## config.mk

```make
export PLATFORM = sky130hd
export DESIGN_NAME = system_0_sysid_rd_timer
export DESIGN_NICKNAME = d
export VERILOG_FILES = /design/src/rtl/system_0_sysid_rd_timer.sv
export SDC_FILE = /design/constraint.sdc
export NUM_CORES = 1
export LEC_CHECK = 0
export ABC_AREA = 1
export BUFFER_PORTS_ARGS = -buffer_cell sky130_fd_sc_hd__buf_2
export CAP_MARGIN = 20
export CORE_UTILIZATION = 60
export DETAILED_ROUTE_END_ITERATION = 8
export HOLD_SLACK_MARGIN = 0.1
export PLACE_DENSITY_LB_ADDON = 0.05
export SLEW_MARGIN = 20
export SYNTH_ARGS = -nofsm -noshare
export SYNTH_HDL_FRONTEND = slang
export SYNTH_SLANG_ARGS = --single-unit
```

## constraint.sdc

```tcl
create_clock -name clock -period 3.4 [get_ports clock]
set_input_delay 0.17 -clock clock [delete_from_list [all_inputs] [get_ports clock]]
set_output_delay 0.17 -clock clock [all_outputs]
set_load 0.05 [all_outputs]
```

## src/rtl/system_0_sysid_rd_timer.sv

```systemverilog
// Read-data latency countdown plus per-transaction timeout counter.
module system_0_sysid_rd_timer #(
    parameter int READ_LATENCY   = 0,
    parameter int TIMEOUT_CYCLES = 255
) (
    input  logic clock,
    input  logic reset_n,
    input  logic to_load,
    input  logic to_run,
    input  logic lat_load,
    output logic lat_last,
    output logic expired
);

    localparam logic [15:0] TO_LAST  = 16'(TIMEOUT_CYCLES - 1);
    localparam logic [2:0]  LAT_INIT = (READ_LATENCY > 0) ? 3'(READ_LATENCY - 1) : 3'd0;

    logic [15:0] to_cnt;
    logic [2:0]  lat_cnt;

    always_ff @(posedge clock or negedge reset_n) begin
        if (!reset_n) begin
            to_cnt  <= 16'd0;
            lat_cnt <= 3'd0;
        end else begin
            if (to_load)
                to_cnt <= 16'd0;
            else if (to_run && to_cnt != 16'hFFFF)
                to_cnt <= to_cnt + 16'd1;

            if (lat_load)
                lat_cnt <= LAT_INIT;
            else if (lat_cnt != 3'd0)
                lat_cnt <= lat_cnt - 3'd1;
        end
    end

    // The budget counts cycles from read assertion, so the last legal capture
    // cycle is the one where the counter shows TIMEOUT_CYCLES-1.
    assign lat_last = (lat_cnt == 3'd0);
    assign expired  = to_run && (to_cnt >= TO_LAST);

endmodule

```

# --- Yosys cells after proc, flatten, opt, wreduce, memory -nomap -nowiden ---
# Cells that the tools add are included.
op_classes:
  n_addsub: 2
  order_cmp: 1
  n_shift: 0
  mul: 0
  bitwise_logic: 0
  div_mod_pow: 0
  reduce_logical: 6
  eq_ne: 1
  muxes: 4
op_table:
  columns: ["operator", "n"]
  rows:
  - ["16-bit two-way mux", 2]
  - ["16-bit by 1-bit adder with 16-bit output (second input constant)", 1]
  - ["16-bit by 8-bit greater-or-equal comparator with 1-bit output (second input constant)", 1]
  - ["16-bit != test (second input constant)", 1]
  - ["3-bit two-way mux", 2]
  - ["2-bit nonzero test", 2]
  - ["3-bit logical NOT", 1]
  - ["3-bit nonzero test", 1]
  - ["3-bit by 1-bit subtractor with 3-bit output (second input constant)", 1]
  - ["1-bit logical AND", 2]
totals:
  elab_cells: 16
  n_memories: 0
  reg_bits: 19
  latch_bits: 0
  output_inout_bits: 2
  in_bits: 5
  ramBits: 0
  mem_bits_ro: 0

# --- Longest topological paths before layout ---
logic_depth:
  ltp_word: 4
  mapped_depth: 10

# --- Worst setup path before layout ---
# Ideal clock, no wire load.
synth_path:
  kind: "reg-to-output"
  start: "reg to_cnt[5]"
  end: "out expired"
  t_required_ns: 3.230
  slack_ns: 1.665
  t_arrival_ns: 1.565
  stages_incl_launch_ff: 5
  n_path_buf: 0
  cell_sequence: "dfrtp_1 -> nand2_1 -> nor2_4 -> o2111ai_1 -> a31oi_1"
synth_between:
  elab_chain_cells: 2
synth_lines:
  columns: ["element", "line", "source"]
  rows:
  - ["start: declaration", "18", "logic [15:0] to_cnt;"]
  - ["start signal: assignment", "29", "to_cnt <= to_cnt + 16'd1;"]
  - ["16-bit by 8-bit greater-or-equal comparator with 1-bit output", "41", "assign expired = to_run && (to_cnt >= TO_LAST);"]
  - ["1-bit logical AND", "41", null]
  - ["end: declaration", "12", "output logic expired"]
# No other way between the ends.

# --- Worst setup path in the final report ---
layout_path:
  start: "reg to_cnt[1]"
  end: "reg to_cnt[3]"
layout_between:
  elab_chain_cells: 3
  elab_cells_between_ends: 6
  cone_classes: "add/sub (1); eq/ne (1); mux (2); reduce/logical (2)"
layout_lines:
  columns: ["element", "line", "source"]
  rows:
  - ["16-bit by 1-bit adder with 16-bit output / 16-bit != test (equally long branches)", "29, 28", null]
  - ["16-bit two-way mux / 1-bit logical AND (equally long branches)", "28", "else if (to_run && to_cnt != 16'hFFFF)"]
  - ["16-bit two-way mux / 2-bit nonzero test (equally long branches)", null, null]
# Parallel ways exist; a longest one is shown, timed or not. The select of a mux whose other input is x is not followed.
# A chain may end at the register's enable or synchronous reset.

==> results.md <==
- width of the die: 47.6 um
- final-stage net count: 187
- Chip Height: 47.6 um
- DRC violation count after routing: 0
- top library cells by usage in the layout, fill and taps aside: sky130_fd_sc_hd__nand2_1, sky130_fd_sc_hd__dfrtp_1, sky130_fd_sc_hd__nor2_1, sky130_fd_sc_hd__inv_1, sky130_fd_sc_hd__nand3_1
- count of input and output buffers: 6
- RSZ-0062 raised after global routing: no
- Wirelength per Cell: 12.7 um
- Final HPWL DP: 1930 um
- post-synth design cell area: 1240 um^2
- Max Slew Vio Count: 0
- count of cell types in the netlist: 26
- post-detailed-placement cell area: 1280 um^2
- startpoint of the tightest hold check path: lat_load
- iteration count of the initial detailed-routing pass: 4
- worst hold slack: 0.142 ns
- Synthesized Nets: 178
- static leakage power: 0.653 nW
- Crit Path Class: flip-flop to flip-flop
- instance count along the most critical hold path: 4
- number of antenna violations at the first check in global routing: 0
- clock net sink count: 19
- final period utilization: 0.582
- per-cell via count in the routed design: 5.50
- cell with the largest stage delay on the worst path: sky130_fd_sc_hd__nor2_1
- Clock transition at path regs: 0.11 ns
- largest net degree at the start of global routing: 20
- CTS Buffer Depth: 2
- Ports: 7
- worst setup path start: to_cnt[1]
- Hold WC Path Type: primary input to flip-flop
- CORE AREA: 1960 um^2
- pwr/cell area: 286 nW/um^2
- die footprint: 2260 um^2
- achievable frequency: 506 MHz
- worst slack at placement: 1.45 ns
- total overflow reported by the global router: 0
- final number of setup-violating endpoints: 0
- combined area of the multi-input logic cells: 674 um^2
- FF/Latch Area: 475 um^2
- root buffer cell: sky130_fd_sc_hd__clkbuf_4
- CTS tree: yes
- result of the run: complete, no violations
- Area Growth Syn to Fin: 5.93%
- worst r2r src: to_cnt[1]
- total count of hold-check failures in the final report: 0
- crit path time final: 1.98 ns
- CP Data Required Time: 3.65 ns
- CP Data Arrival Time: 2.23 ns
- maximum vdd ir drop: 0.000208 V
- number of global-route vias before repair: 979
- starting density of the core: 0.635
- total routed wirelength: 2600 um
- Worst-Margin Slew: 0.767 ns
- gpl congestion: 0.842
- register area share after synthesis: 0.382
- Worst Setup Slack, final: 1.42 ns
- deepest level of the CTS H-tree: 1
- starting DRC count in detailed routing: 27
- worst-path fanout max: 12
- fraction of layout cells with a size suffix above 1: 0.102
- first-pass GRT wire length: 4220 um
- synthesized netlist cell count: 169
- GRT Total Usage: 0.268
- count of maximum capacitance violations: 0
- average instance area after synthesis: 7.37 um^2
- antenna diode count: 0
- worst-path cell chain: ha_1 > nand2_1 > nor2_4 > nand2_4 > nor2_4 > nor2_1 > o211ai_1 > nand2_1
- worst-skew pair later-pin latency: 0.31 ns
- CP peak stage delay: 0.58 ns
- number of nets with antenna violations after routing: 0
- post-route design area: 1320 um^2
- kind of start point of the critical path: flip-flop
- count of state elements after synthesis: 19
- CP endpoint kind: flip-flop
- setup clock skew after layout: 0.00356 ns
- remaining max-slew budget at the tightest pin: 0.487
- Final TNS setup: 0 ns
- number of warnings printed during yosys synthesis: 0
- filler cell count in the final layout: 176
- CTS-repair resized insts: 0
- clock buffers created by TritonCTS: 3
- worst-case reg-to-reg path depth: 8
- routed via count: 1,121
- commonest non-fill, non-tap cell in the layout: sky130_fd_sc_hd__nand2_1
- Core Rows: 16
==> worst paths after layout <==
path | end | slack [ns]
hold / removal | lat_cnt[2] | 0.14
min in group asynchronous | to_cnt[4] | 0.33
hold reg to reg | lat_cnt[2] | 0.56
setup / recovery | to_cnt[3] | 1.42
max in group asynchronous | to_cnt[10] | 2.77
setup reg to reg | to_cnt[3] | 1.42
==> state kept, by name (all words and copies together), names as in the netlist <==
name	cells
to_cnt	16
lat_cnt	3
==> cell usage after synthesis <==
cell | n | area (um^2)
sky130_fd_sc_hd__nand3b_1 | 1 | 7.51
sky130_fd_sc_hd__a21oi_1 | 4 | 20.0
sky130_fd_sc_hd__nor2_4 | 3 | 33.8
sky130_fd_sc_hd__nor4_1 | 2 | 12.5
sky130_fd_sc_hd__ha_1 | 4 | 50.1
sky130_fd_sc_hd__o21bai_1 | 1 | 7.51
sky130_fd_sc_hd__o2111ai_1 | 1 | 8.76
sky130_fd_sc_hd__o211ai_1 | 1 | 7.51
sky130_fd_sc_hd__o21ai_0 | 3 | 15.0
sky130_fd_sc_hd__nor2_1 | 18 | 67.6
sky130_fd_sc_hd__nand2_1 | 54 | 203
sky130_fd_sc_hd__dfrtp_1 | 19 | 475
sky130_fd_sc_hd__clkinv_2 | 1 | 5.00
sky130_fd_sc_hd__a31oi_1 | 1 | 6.26
sky130_fd_sc_hd__xor2_1 | 5 | 43.8
sky130_fd_sc_hd__inv_1 | 17 | 63.8
sky130_fd_sc_hd__o22ai_1 | 1 | 6.26
sky130_fd_sc_hd__nand4_1 | 8 | 50.1
sky130_fd_sc_hd__xnor2_1 | 1 | 8.76
sky130_fd_sc_hd__buf_1 | 1 | 3.75
sky130_fd_sc_hd__buf_6 | 2 | 22.5
sky130_fd_sc_hd__nand2_2 | 1 | 6.26
sky130_fd_sc_hd__nand2_4 | 1 | 11.3
sky130_fd_sc_hd__or2_2 | 2 | 12.5
sky130_fd_sc_hd__o21ai_4 | 1 | 16.3
sky130_fd_sc_hd__nand3_1 | 16 | 80.1
==> repair_timing <==
action	CTS	global route
hold endpoints to repair	19	0
buffers inserted	0	0
hold buffers	1	0
==> report_power, final <==
part           switching, mW  internal [mW]  total, mW
Combinational         0.0203        0.00762     0.0279
Sequential           0.00299          0.228      0.231
Clock                 0.0724         0.0459      0.118
==> per-layer routing <==
metal	vias up	part of all wire	global-route usage
li1	568	-	-
met3	4	0.026	0.0226
met2	21	0.51	0.463
met4	0	0.014	0.122
met1	528	0.45	0.340
met5	-	0	0
==> cell families (layout without fill, tap and decap cells) <==
group | after synthesis | count (layout) | synth area share
simple gates | 106 | 106 | 0.389
buf+inv | 21 | 29 | 0.0764
flops | 19 | 19 | 0.382
compound gates | 13 | 13 | 0.0704
xor+xnor | 6 | 6 | 0.0422
fa+ha+maj | 4 | 4 | 0.0402
==> stage by stage <==
stage | std cells | power [mW] | util
2_1_floorplan | 169 | 0.253 | -
3_3_place_gp | 199 | 0.262 | 0.654
3_5_place_dp | 199 | 0.263 | 0.654
4_1_cts | 204 | 0.383 | 0.672
5_1_grt | 204 | 0.395 | 0.672
6_report | 204 | 0.377 | 0.672
==> critical path: cells and delay by family (launching register included) <==
family                   cells  cell delay [ns]
flip-flops                   1             0.45
AO/OA/AOI/OAI                1             0.18
AND/OR/NAND/NOR              6             1.04
adder cells (fa/ha/maj)      1             0.24
==> layout make-up <==
class | count | share of cell area
Sequential cell | 19 | 0.361
Multi-Input combinational cell | 129 | 0.511
Tap cell | 27 | 0.0256
Inverter | 18 | 0.0522
Timing Repair Buffer | 7 | 0.0304
Clock buffer | 4 | 0.0199
Note: power is estimated with default switching activity, not from simulation.
